[config.mk]
export PLATFORM = sky130hd
export DESIGN_NAME = genius_seq_engine
export DESIGN_NICKNAME = d
export VERILOG_FILES = /design/src/rtl/genius_seq_engine.sv
export SDC_FILE = /design/constraint.sdc
export NUM_CORES = 1
export LEC_CHECK = 0
export CAP_MARGIN = 10
export CORE_UTILIZATION = 25
export CTS_BUF_LIST = sky130_fd_sc_hd__clkbuf_2 sky130_fd_sc_hd__clkbuf_4 sky130_fd_sc_hd__clkbuf_8
export CTS_CLUSTER_SIZE = 16
export DETAILED_ROUTE_END_ITERATION = 10
export DONT_BUFFER_PORTS = 1
export PLACE_DENSITY_LB_ADDON = 0.05
export SLEW_MARGIN = 25
export SYNTH_ARGS = -nofsm -noshare
export SYNTH_HDL_FRONTEND = slang
export SYNTH_SLANG_ARGS = --single-unit
export TNS_END_PERCENT = 50
[constraint.sdc]
create_clock -name CLOCK_50 -period 3.1 [get_ports CLOCK_50]
set_input_delay 0.775 -clock CLOCK_50 [delete_from_list [all_inputs] [get_ports CLOCK_50]]
set_output_delay 0.775 -clock CLOCK_50 [all_outputs]
set_load 0.01 [all_outputs]
[src/rtl/genius_seq_engine.sv]
// genius_seq_engine: Genius memory-game sequencer (LFSR symbol generation, LED playback, press checking with timeout).
// Ports: CLOCK_50/reset_n clock and async active-low reset; start_i/target_i start a game with a round goal;
// tick_i game-rate enable; btn_i button pulses; leds_o one-hot LEDs; round_o/points_o/time_o registered status;
// busy_o/user_turn_o/match_o/win_o/lose_o game flags.
module genius_seq_engine #(
  parameter int N_CH = 4,
  parameter int MAX_ROUNDS = 16,
  parameter int TIMEOUT_TICKS = 5,
  parameter logic [15:0] SEED = 16'hACE1,
  localparam int SYM_W = $clog2(N_CH),
  localparam int RND_W = $clog2(MAX_ROUNDS + 1)
) (
  input  logic             CLOCK_50,
  input  logic             reset_n,
  input  logic             start_i,
  input  logic [RND_W-1:0] target_i,
  input  logic             tick_i,
  input  logic [N_CH-1:0]  btn_i,
  output logic [N_CH-1:0]  leds_o,
  output logic [RND_W-1:0] round_o,
  output logic [7:0]       points_o,
  output logic [3:0]       time_o,
  output logic             busy_o,
  output logic             user_turn_o,
  output logic             match_o,
  output logic             win_o,
  output logic             lose_o
);
  localparam int AW = MAX_ROUNDS > 1 ? $clog2(MAX_ROUNDS) : 1;
  typedef enum logic [2:0] {IDLE, APPEND, PLAY_ON, PLAY_OFF, WAIT_IN, WIN, LOSE} state_t;
  state_t state_q, state_d;
  logic [15:0] lfsr_q, lfsr_d;
  logic [RND_W-1:0] round_q, round_d, idx_q, idx_d, tgt_q, tgt_d, tgt_clamp;
  logic [7:0] points_q, points_d;
  logic [3:0] timer_q, timer_d;
  logic match_q, match_d;
  logic [N_CH-1:0] echo_q, echo_d, exp_oh;
  logic [SYM_W-1:0] mem_q [MAX_ROUNDS];
  logic last;
  assign exp_oh = N_CH'(1) << mem_q[idx_q[AW-1:0]];
  assign last = idx_q == round_q - RND_W'(1);
  assign tgt_clamp = target_i == '0 ? RND_W'(1) : (target_i > RND_W'(MAX_ROUNDS) ? RND_W'(MAX_ROUNDS) : target_i);
  // Free-running so the sequence depends on when the player presses start.
  assign lfsr_d = {lfsr_q[14:0], lfsr_q[15] ^ lfsr_q[13] ^ lfsr_q[12] ^ lfsr_q[10]};
  always_comb begin
    state_d = state_q;
    round_d = round_q;
    idx_d = idx_q;
    tgt_d = tgt_q;
    points_d = points_q;
    timer_d = timer_q;
    match_d = 1'b0;
    echo_d = '0;
    case (state_q)
      IDLE, WIN, LOSE: if (start_i) begin
        state_d = APPEND;
        tgt_d = tgt_clamp;
        round_d = '0;
        points_d = '0;
      end
      APPEND: begin
        round_d = round_q + RND_W'(1);
        idx_d = '0;
        state_d = PLAY_ON;
      end
      PLAY_ON: if (tick_i) state_d = PLAY_OFF;
      PLAY_OFF: if (tick_i) begin
        state_d = last ? WAIT_IN : PLAY_ON;
        idx_d = last ? '0 : idx_q + RND_W'(1);
        timer_d = last ? 4'(TIMEOUT_TICKS) : timer_q;
      end
      WAIT_IN: begin
        echo_d = btn_i;
        if (btn_i == exp_oh) begin
          match_d = 1'b1;
          timer_d = last ? 4'd0 : 4'(TIMEOUT_TICKS);
          idx_d = last ? idx_q : idx_q + RND_W'(1);
          points_d = last && points_q != 8'd255 ? points_q + 8'd1 : points_q;
          state_d = !last ? WAIT_IN : (round_q == tgt_q ? WIN : APPEND);
        end else if (btn_i != '0) begin
          state_d = LOSE;
          timer_d = 4'd0;
        end else if (tick_i) begin
          timer_d = timer_q - 4'd1;
          state_d = timer_q == 4'd1 ? LOSE : WAIT_IN;
        end
      end
      default: state_d = IDLE;
    endcase
  end
  always_ff @(posedge CLOCK_50 or negedge reset_n) begin
    if (!reset_n) begin
      state_q <= IDLE;
      lfsr_q <= SEED;
      round_q <= '0;
      idx_q <= '0;
      tgt_q <= '0;
      points_q <= '0;
      timer_q <= '0;
      match_q <= 1'b0;
      echo_q <= '0;
    end else begin
      state_q <= state_d;
      lfsr_q <= lfsr_d;
      round_q <= round_d;
      idx_q <= idx_d;
      tgt_q <= tgt_d;
      points_q <= points_d;
      timer_q <= timer_d;
      match_q <= match_d;
      echo_q <= echo_d;
    end
  end
  always_ff @(posedge CLOCK_50) begin
    if (state_q == APPEND) mem_q[round_q[AW-1:0]] <= lfsr_q[SYM_W-1:0];
  end
  assign leds_o = state_q == PLAY_ON ? exp_oh : (state_q == WAIT_IN ? echo_q : '0);
  assign round_o = round_q;
  assign points_o = points_q;
  assign time_o = timer_q;
  assign busy_o = !(state_q == IDLE || state_q == WIN || state_q == LOSE);
  assign user_turn_o = state_q == WAIT_IN;
  assign match_o = match_q;
  assign win_o = state_q == WIN;
  assign lose_o = state_q == LOSE;
endmodule

==> qor.txt <==
Status - completed
Global-route wire length before repair - 18,600 um
Setup TNS - 0 ps
Pin count of the biggest net entering global routing - 52
Met1 wire length - 5690 um
Die extent in x - 136 um
Syn Inst Count - 402
Initial Util - 25.7%
Buf/Inv on CP - 1
Syn. warnings - 0
Routed Antenna Nets - 0
Drt total wl - 11,900 um
HP Class - in2async
Largest family of logic cells by synthesized area - simple AND/OR/NAND/NOR gates
CP max-delay cell - mux4_2
Vias in the first global route - 3,190
Drt pass-1 iters - 4
Post-layout util - 29.6%
Commonest non-fill, non-tap cell in the layout - dfrtp_1
Clk root buf - clkbuf_8
Initial drt markers - 145
EDFF count, synth - 32
Critical Path RT - 2320 ps
Xor and xnor area share after synthesis - 3.50%
Worst setup SP type - flip-flop
Slowest stage delay, CP - 500 ps
N_diodes - 0
Power per cell area - 698 nW/um^2
Worst rel slew slack - 63.9%
Syn-to-layout area delta - 15.3%
Vias per inst - 4.78
CTS clk-pin slew, worst paths - 100 ps
Clock Path Buffers - 2
Detailed placer's ending HPWL - 8530 um
Final hold vios - 0
Tcrit/Tclk final - 99.4%
Mean Syn Cell Area - 11.1 sq um
Gr ovfl total - 0
Total CTS buffers - 9
Simple-gate area share of the yosys netlist - 19.7%
Buffers on Ports - 0
Core region area - 17,400 sq um
Leakage Power - 0.00200 uW
Crit. End Element - output pin
Die Y - 136 um
Layout Nets - 446
Cells along the critical path - buf_6, mux4_2, a22oi_2, o31ai_4, and2b_1, a21oi_2, nor2_2
Synth cell types - 68
Final setup fails - 0
Worst hold slack - 89.5 ps
RSZ-0062 raised after global routing - true
CP max FO - 5
Synth Area in Adders - 2.24%
Mapped Area - 4460 sq um
WS Path Type - reg2out
Crit path depth - 7
# rows - 48
Total power - 3590 uW
Max cap viols - 0
H-tree levels - 3
Via count - 3,130
Initial antenna violation count - 0
Routed wl met2 - 5550 um
Pins Over Slew Limit - 0
Peak Freq - 325 MHz
Clock skew - 6.77 ps
Total track usage - 13.8%
Final Non-Filler Cells - 655
Worst skew pair latency - 370 ps
DRC errors left - 0
Post-synthesis mux area share - 9.84%
Wire length on met3 - 542 um
Final min period - 3080 ps
VDD IR-drop max - 0.295 mV
FF+latch count, synth - 83
CP top delay family - multiplexers
Most frequent cells in the layout - dfrtp_1, nand2_1, buf_4
Clock sink total - 83
CTS tree - done
Worst Tran Pin Value - 538 ps
Drt wl/cell - 18.2 um
Ys async rst share - 61.4%
DIE AREA - 18,400 sq um
Mapped Nets - 423
Worst Path Arrival - 2310 ps
Ports - 39
Top FF cell, synth - dfrtp_1
Complex-gate fraction of the synthesized area - 10.9%
R2R depth - 9
Post-Place Cells - 631
Routability cong. - 0.771
Sequential area share after synthesis - 50.4%
Top sig layer - met4
Layout cells sized above 1 - 22.8%
-- where the power goes --
part	internal, uW	switching (uW)	leakage (uW)	total, uW
Sequential	1250	141	0.000919	1390
Combinational	653	758	0.000993	1410
Clock	311	479	0.0000907	790
-- timing repair --
item / 4_1_cts / 5_1_grt
hold buffers: 0 / 0
endpoints found under the setup margin: 5 / 13
gates resized for setup: 13 / 11
endpoints found under the hold margin: 0 / 0
setup buffers: 5 / 3
pin swaps: 3 / 5
cloned: 0 / 0
-- routing by layer --
layer	GRT usage [%]	vias up
met1	18.0	1564
met4	3.93	0
met2	21.9	47
met5	0	-
li1	-	1511
met3	4.00	8
-- worst reg2reg max path, cell delays in order (launching register included) --
cell	delay, ps
dfrtp_2	450
buf_6	140
mux4_2	500
a22oi_2	270
o31ai_4	160
buf_4	190
xor2_2	220
mux2_4	370
o211ai_1	160
mux2_2	380
-- registers in the layout (all words and copies together), names as in the netlist --
signal	count
match_o	1
time_o	4
tgt_q	5
state_q	3
lfsr_q	16
echo_q	4
mem_q	32
round_o	5
idx_q	5
points_o	8
-- logic make-up (layout without fill, tap and decap cells) --
kind of cell / Yosys count / after routing
and+or+nand+nor: 162 / 162
xor gates and xnor gates: 17 / 17
DFF: 83 / 83
buffers and inverters: 34 / 62
AOI/OAI and AO/OA: 67 / 67
muxes: 31 / 31
adders and majority gates: 8 / 8
-- stage by stage --
step / instance area, sq um / worst slack (ps)
global placement: 4830 / 22.0
CTS: 5080 / -38.0
finish: 5140 / 19.1
global route: 5140 / -107
detailed placement: 4830 / 34.0
floorplan: 4460 / 317
-- synth_stat cells, drive strengths merged, types with 2 or more instances --
library cell / n / area, sq um
a31oi: 4 / 25.0
inv: 12 / 45.0
mux2: 8 / 90.1
nand2: 35 / 131
o21a: 3 / 22.5
dfrtp: 43 / 1080
a21boi: 3 / 22.5
nand3: 10 / 50.1
or4: 6 / 45.0
or3: 6 / 37.5
o2111ai: 2 / 17.5
o221ai: 2 / 17.5
edfxtp: 32 / 961
nor3b: 2 / 15.0
nand3b: 4 / 30.0
mux2i: 15 / 154
o21ai: 12 / 60.1
and3: 7 / 43.8
xor2: 8 / 77.6
nor2b: 8 / 50.1
a22oi: 3 / 27.5
nand4: 4 / 25.0
or3b: 2 / 17.5
xnor2: 9 / 78.8
ha: 8 / 100
clkbuf: 16 / 60.1
and2: 24 / 150
a21oi: 11 / 55.1
nor4b: 2 / 17.5
nor3: 10 / 50.1
buf: 6 / 50.0
o31ai: 7 / 66.3
nor4: 2 / 12.5
mux4: 8 / 195
dfstp: 8 / 210
nand2b: 11 / 68.8
nor2: 24 / 90.1
and2b: 2 / 15.0
o211ai: 4 / 30.0
-- final cells by class --
class / instances / area (sq um)
Fill cell: 1805 / 12200
Sequential cell: 83 / 2250
Multi-Input combinational cell: 285 / 2120
Tap cell: 225 / 282
Timing Repair Buffer: 34 / 259
Clock buffer: 9 / 124
Clock inverter: 7 / 63.8
Inverter: 12 / 45.0
-- path summary, 6_finish.rpt --
check                             to  slack [ps]  startpoint
setup / recovery           leds_o[0]          20    idx_q[1]
hold / removal             echo_q[1]          90     reset_n
setup reg to reg            idx_q[1]         150    idx_q[1]
hold reg to reg            lfsr_q[7]         360   lfsr_q[6]
max in group asynchronous  lfsr_q[0]        2790     reset_n
min in group CLOCK_50      lfsr_q[7]         360   lfsr_q[6]
Power figures use the tool's default switching activity.
==> patch 1, RTL diff (same settings) <==
Add an input register stage for `start_i`, `target_i`, `tick_i` and `btn_i`, cleared by the reset; this delays them by one clock. Comments in the files are not updated.
--- a/src/rtl/genius_seq_engine.sv
+++ b/src/rtl/genius_seq_engine.sv
@@ -29,4 +29,24 @@
   localparam int AW = MAX_ROUNDS > 1 ? $clog2(MAX_ROUNDS) : 1;
   typedef enum logic [2:0] {IDLE, APPEND, PLAY_ON, PLAY_OFF, WAIT_IN, WIN, LOSE} state_t;
+
+  logic start_q;
+  logic [RND_W-1:0] target_q;
+  logic tick_q;
+  logic [N_CH-1:0] btn_q;
+
+  always_ff @(posedge CLOCK_50 or negedge reset_n) begin
+    if (!reset_n) begin
+      start_q  <= '0;
+      target_q <= '0;
+      tick_q   <= '0;
+      btn_q    <= '0;
+    end else begin
+      start_q  <= start_i;
+      target_q <= target_i;
+      tick_q   <= tick_i;
+      btn_q    <= btn_i;
+    end
+  end
+
   state_t state_q, state_d;
   logic [15:0] lfsr_q, lfsr_d;
@@ -40,5 +60,5 @@
   assign exp_oh = N_CH'(1) << mem_q[idx_q[AW-1:0]];
   assign last = idx_q == round_q - RND_W'(1);
-  assign tgt_clamp = target_i == '0 ? RND_W'(1) : (target_i > RND_W'(MAX_ROUNDS) ? RND_W'(MAX_ROUNDS) : target_i);
+  assign tgt_clamp = target_q == '0 ? RND_W'(1) : (target_q > RND_W'(MAX_ROUNDS) ? RND_W'(MAX_ROUNDS) : target_q);
   // Free-running so the sequence depends on when the player presses start.
   assign lfsr_d = {lfsr_q[14:0], lfsr_q[15] ^ lfsr_q[13] ^ lfsr_q[12] ^ lfsr_q[10]};
@@ -53,5 +73,5 @@
     echo_d = '0;
     case (state_q)
-      IDLE, WIN, LOSE: if (start_i) begin
+      IDLE, WIN, LOSE: if (start_q) begin
         state_d = APPEND;
         tgt_d = tgt_clamp;
@@ -64,6 +84,6 @@
         state_d = PLAY_ON;
       end
-      PLAY_ON: if (tick_i) state_d = PLAY_OFF;
-      PLAY_OFF: if (tick_i) begin
+      PLAY_ON: if (tick_q) state_d = PLAY_OFF;
+      PLAY_OFF: if (tick_q) begin
         state_d = last ? WAIT_IN : PLAY_ON;
         idx_d = last ? '0 : idx_q + RND_W'(1);
@@ -71,6 +91,6 @@
       end
       WAIT_IN: begin
-        echo_d = btn_i;
-        if (btn_i == exp_oh) begin
+        echo_d = btn_q;
+        if (btn_q == exp_oh) begin
           match_d = 1'b1;
           timer_d = last ? 4'd0 : 4'(TIMEOUT_TICKS);
@@ -78,8 +98,8 @@
           points_d = last && points_q != 8'd255 ? points_q + 8'd1 : points_q;
           state_d = !last ? WAIT_IN : (round_q == tgt_q ? WIN : APPEND);
-        end else if (btn_i != '0) begin
+        end else if (btn_q != '0) begin
           state_d = LOSE;
           timer_d = 4'd0;
-        end else if (tick_i) begin
+        end else if (tick_q) begin
           timer_d = timer_q - 4'd1;
           state_d = timer_q == 4'd1 ? LOSE : WAIT_IN;
Formal check against the unedited RTL: not equivalent (a bounded check fails within 4 cycles, from zero or initial values and one cycle with reset_n low).
==> patch 1 against the original RTL <==
  * Area after synthesis shrank 3.1%
  * Total power decreased by 1.5%
  * Critical endpoint unchanged
  * Routed wire length is 11% lower
  * Design area fell by 3.1%
  * Sequential cell count grew 11
  * Critical path type unchanged
  * Clock skew up 0.0035 ns
  * Worst setup slack improved by 0.083 ns
  * Count of clock-buffer cells in the layout is 4 higher
  * Largest power group is now sequential cells
==> patch 1: results (changes against the original RTL) <==
Place
  • Placement Setup Slack: 0.1196 ns (+0.08559 ns)
  • Port Buffers: 0 (unchanged)
  • RePlAce Congestion: 0.6998 (-9.2%)
  • Dpl hpwl: 7244 µm (-15%)
  • Cell Area, Placed: 4667 µm² (-3.4%)
  • Placed cells: 599 (-5.1%)

Setup path
  • Critical Path Fanout Max: 5 (unchanged)
  • Critical path arrival: 2.22 ns (-0.09 ns)
  • Worst path slowest cell: dfrtp_2
  • Max incr delay on CP: 0.44 ns (-0.06 ns)

Global route
  • Layer with the highest usage: met2
  • First-pass GRT wire length: 16760 µm (-9.9%)
  • Global routing usage on met3: 4.490% (+0.49 points)
  • Initial antenna violation count: 0 (unchanged)
  • Pin count of the biggest net entering global routing: 63 (+21%)
  • Overall routing resource usage: 12.54% (-1.2 points)
  • M2 GR Usage: 18.40% (-3.5 points)
  • GR Layer Usage met1: 17.02% (-0.98 points)

Logic synthesis
  • YS warnings: 0 (unchanged)
  • Post-synthesis cell type count: 56 (-18%)
  • FFs w/ async S/R, synth: 65.96% (+4.5 points)
  • Top cells by count, synth: dfrtp_1, nand2_1, nor2_1, edfxtp_1, o21ai_0
  • Register area share after synthesis: 58.32% (+8.0 points)
  • Post-Syn Area per Cell: 11.53 µm² (+3.9%)
  • Synthesized netlist net count: 396 (-6.4%)
  • Leading post-synthesis cells by cell area: dfrtp_1, edfxtp_1, dfstp_2
  • EDFF count, synth: 32 (unchanged)
  • Synth Flop Type: dfrtp_1

Run status
  • Outcome: finished, final reports clean

Routing
  • Initial drt markers: 171 (+18%)
  • Routed WL per cell: 16.91 µm (-7.1%)
  • Drt via density: 4.635 (-3.0%)
  • TritonRoute pass-1 iters: 4 (unchanged)
  • Vias after detailed routing: 2897 (-7.4%)

Clocking
  • Clock Pin Slew Worst Setup and Hold Paths: about 0.090 ns
  • H-tree Lvls: 3 (unchanged)
  • Worst skew pair latency: 0.37 ns (about the same)
  • Buffer levels on the longest clock path: 2 (unchanged)
  • Number of buffers created by CTS: 9 (unchanged)
  • Root Driver: clkbuf_8

Cells and area
  • Fill count: 1739 (-3.7%)
  • Share of cells above drive strength 1: 18.77% (-4.0 points)
  • Nets: 421 (-5.6%)
  • Largest register FFs: 32 (unchanged)
  • Antenna cell count: 0 (unchanged)

Power and ir drop
  • Pleak: 1.928 nW (-3.7%)
  • Maximum vdd drop: 0.2217 mV (-25%)

Timing
  • Max-slew headroom: 56.78% (-7.1 points)
  • Clk_skew: 0.01028 ns (+0.003518 ns)

Min path
  • Worst min path class: in2async

Flow run
  • Max-cap violations: 0 (unchanged)
-- patch 1: area by class of cell --
type | count | area [µm²] | share of cell area (%)
Inverter | 10 | 37.54 | 0.7528
Sequential cell | 94 | 2525 | 50.64
Clock inverter | 3 | 42.54 | 0.8532
Timing Repair Buffer | 30 | 236.5 | 4.743
Multi-Input combinational cell | 255 | 1703 | 34.15
Tap cell | 220 | 275.3 | 5.521
Clock buffer | 13 | 166.4 | 3.338
-- patch 1: cell families (layout without fill, tap and decap cells) --
| group | after synthesis | count (layout) | share of synthesized area, % |
|---|---|---|---|
| adder cells (fa/ha/maj) | 8 | 8 | 2.314 |
| AO/OA/AOI/OAI | 72 | 72 | 11.25 |
| XOR/XNOR | 17 | 17 | 3.442 |
| AND/OR/NAND/NOR | 142 | 142 | 16.52 |
| buffers and inverters | 26 | 56 | 2.806 |
| flip-flops | 94 | 94 | 58.32 |
| multiplexers | 16 | 16 | 5.351 |
-- patch 1: per-stage QoR --
| step | hold slack [ns] | util (%) |
|---|---|---|
| after floorplan | 0.3312 | - |
| after global placement | 0.3323 | 27.85 |
| after detailed placement | 0.3364 | 27.85 |
| after CTS | 0.05951 | 29.40 |
| after global routing | 0.04393 | 29.75 |
| final | 0.08808 | 29.75 |
-- patch 1: report_power, final --
group	switching [W]	total (W)	internal (W)	leakage, nW
combinational	0.000648	0.00116	0.000507	0.766
clock	0.000432	0.000866	0.000434	0.106
sequential	0.000134	0.00152	0.00138	1.05
-- patch 1: worst paths after layout --
path,from,to,slack [ns],depth (start not counted)
max in group asynchronous,reset_n,lfsr_q[5],2.83,0
min in group CLOCK_50,lfsr_q[5],lfsr_q[6],0.35,0
min reg2reg,lfsr_q[5],lfsr_q[6],0.35,0
max reg2reg,idx_q[3],idx_q[4],0.19,11
min,reset_n,btn_q[3],0.09,0
max,idx_q[3],leds_o[0],0.10,8
-- patch 1: per-layer routing --
layer / wire [µm] / part of all wire, % / vias to the layer above
met5: 0 / 0 / -
met4: 141 / 1.3 / 0
met3: 485 / 4.6 / 9
met2: 4734 / 45 / 58
met1: 5204 / 49 / 1426
li1: - / - / 1404
-- patch 1: repair_timing --
item | in CTS | in global routing
setup buffers | 5 | 5
pin swaps | 3 | 10
gates resized for setup | 7 | 15
endpoints found under the setup margin | 4 | 4
-- patch 1: worst max-delay path: cells and delay by family, from the launching register on --
family	cells	cell delay, ns
AO/OA/AOI/OAI	1	0.10
AND/OR/NAND/NOR	2	0.36
multiplexers	3	0.65
flip-flops	1	0.44
buffers and inverters	2	0.29
==> patch 2, RTL diff (same flow settings) <==
Without the edit above. `MAX_ROUNDS`: 16 -> 8.
--- a/src/rtl/genius_seq_engine.sv
+++ b/src/rtl/genius_seq_engine.sv
@@ -5,5 +5,5 @@
 module genius_seq_engine #(
   parameter int N_CH = 4,
-  parameter int MAX_ROUNDS = 16,
+  parameter int MAX_ROUNDS = 8,
   parameter int TIMEOUT_TICKS = 5,
   parameter logic [15:0] SEED = 16'hACE1,
Interface: changed (resized round_o and target_i); port bits go from 39 to 37. No check against the original RTL was run, so the function may have changed too.
==> patch 2 against the original RTL <==
  * Sequential cell count decreased by 19
  * Total power decreased by 17%
  * Worst hold slack better by 0.018 ns
  * Clock power up 4.1%
  * Die area decreased by 28%
  * Design area down 29%
  * Worst setup slack improved by 0.18 ns
  * Routed wire length decreased by 34%
  * Area after synthesis shrank 28%
==> patch 2: results (changes against the original RTL) <==
Setup path
  • Worst path slowest cell: mux4_2
  • Max incr delay on CP: 0.54 ns (+0.04 ns)
  • Critical Path Fanout Max: 6 (+1)
  • Critical path arrival: 2.13 ns (-0.18 ns)
  • Delay-heaviest family, CP: multiplexers

Logic synthesis
  • Synth top area share: 31.20% (+7.1 points)
  • Synth Flop Type: dfrtp_1
  • YS warnings: 0 (unchanged)
  • Register area share after synthesis: 52.73% (+2.4 points)
  • EDFF count, synth: 16 (-50%)
  • Synthesized netlist net count: 318 (-25%)
  • Post-synthesis cell type count: 60 (-12%)
  • Leading post-synthesis cells by cell area: dfrtp_1, edfxtp_1, dfstp_2
  • FFs w/ async S/R, synth: 75.00% (+14 points)
  • Top cells by count, synth: dfrtp_1, nand2_1, nor2_1, edfxtp_1

Routing
  • Routed WL per cell: 16.11 µm (-11%)
  • Initial drt markers: 111 (-23%)
  • TritonRoute pass-1 iters: 4 (unchanged)
  • DRC: 0 (unchanged)
  • Vias after detailed routing: 2224 (-29%)

Global route
  • Pin count of the biggest net entering global routing: 49 (-5.8%)
  • Vias in the first global route: 2256 (-29%)
  • Initial antenna violation count: 0 (unchanged)
  • Overall routing resource usage: 13.30% (-0.46 points)
  • First-pass GRT wire length: 12810 µm (-31%)

Cells and area
  • Reg area: 1693 µm² (-25%)
  • Antenna cell count: 0 (unchanged)
  • Share of cells above drive strength 1: 17.46% (-5.3 points)
  • Nets: 328 (-26%)
  • Fill count: 1295 (-28%)

Place
  • Port Buffers: 0 (unchanged)
  • Dpl hpwl: 5585 µm (-35%)
  • RePlAce Congestion: 0.7080 (-8.2%)
  • Cell Area, Placed: 3448 µm² (-29%)

Power and ir drop
  • Clock group power: 0.000822 W (+4.1%)
  • Pwr Total: 0.002991 W (-17%)
  • Switching pwr: 0.001101 W (-20%)
  • Pleak: 1.456 nW (-27%)
  • Main power group: sequential cells
  • Sequential power: 0.00109 W (-22%)
  • Maximum vdd drop: 0.1865 mV (-37%)

Clocking
  • Post-CTS Setup Repair Bufs: 0 (-5)
  • Worst skew pair latency: between 0.3 and 0.4 ns
  • Buffer levels on the longest clock path: 2 (unchanged)
  • Post-cts sizing count: 0 (-13)
  • Number of buffers created by CTS: 9 (unchanged)
  • H-tree Lvls: 3 (unchanged)
  • Clock Pin Slew Worst Setup and Hold Paths: 0.07 ns (-0.03 ns)
  • Root Driver: clkbuf_8

Run status
  • Outcome: finished, final reports clean

Timing
  • Worst-Margin Slew: 0.4980 ns (-0.03995 ns)
  • Clk_skew: 0.005958 ns (-0.0008083 ns)

Min path
  • Worst min path class: in2async
patch 2: cell count changes in the layout (fill, tap and decap cells not counted), moves of 6 or more:
| cell | delta |
|---|---|
| buf_4 | -21 |
| edfxtp_1 | -16 |
| and2_1 | -21 |
| mux2_2 | -6 |
| or3_1 | -6 |
| mux2i_1 | -8 |
| nor2_1 | +7 |
patch 2: cells by family (layout without fill, tap and decap cells):
family	after synthesis	in the layout	synth area share [%]
AND/OR/NAND/NOR	118	118	18.99
flip-flops	64	64	52.73
AO/OA/AOI/OAI	62	62	13.14
buffers and inverters	25	40	3.432
XOR/XNOR	15	15	4.095
multiplexers	10	10	5.265
adder cells (fa/ha/maj)	6	6	2.340
patch 2: area by class of cell:
class                   instances  area share, %
flip-flops and latches         64          46.10
multi-input cells             211          38.30
well taps                     172          5.860
clock buffers                  12          4.157
repair buffers                 12          2.453
clock inverters                 4          1.908
inverters                      12          1.227
patch 2: path summary, 6_finish.rpt:
check,startpoint,to,slack [ns],depth (start not counted)
max,idx_q[0],leds_o[1],0.20,5
max reg2reg,round_o[0],points_o[2],0.46,8
min,reset_n,idx_q[0],0.11,0
min reg2reg,lfsr_q[9],lfsr_q[10],0.35,0
max in group asynchronous,reset_n,lfsr_q[5],2.78,0
min in group CLOCK_50,lfsr_q[9],lfsr_q[10],0.35,0
patch 2: per-layer routing:
metal  vias up  global-route usage, %  wire [µm]
met5         -                      0          0
met4         0                  7.879        196
met3        14                  3.954        396
met2        51                  18.55       3279
met1      1055                  18.11       3973
li1       1104                      -          -
patch 2: stage by stage:
step	worst slack (ns)	instances
after floorplan	0.3662	300
after global placement	0.3757	471
after detailed placement	0.3442	471
after CTS	0.05019	487
after global routing	0.02811	487
final	0.1962	487
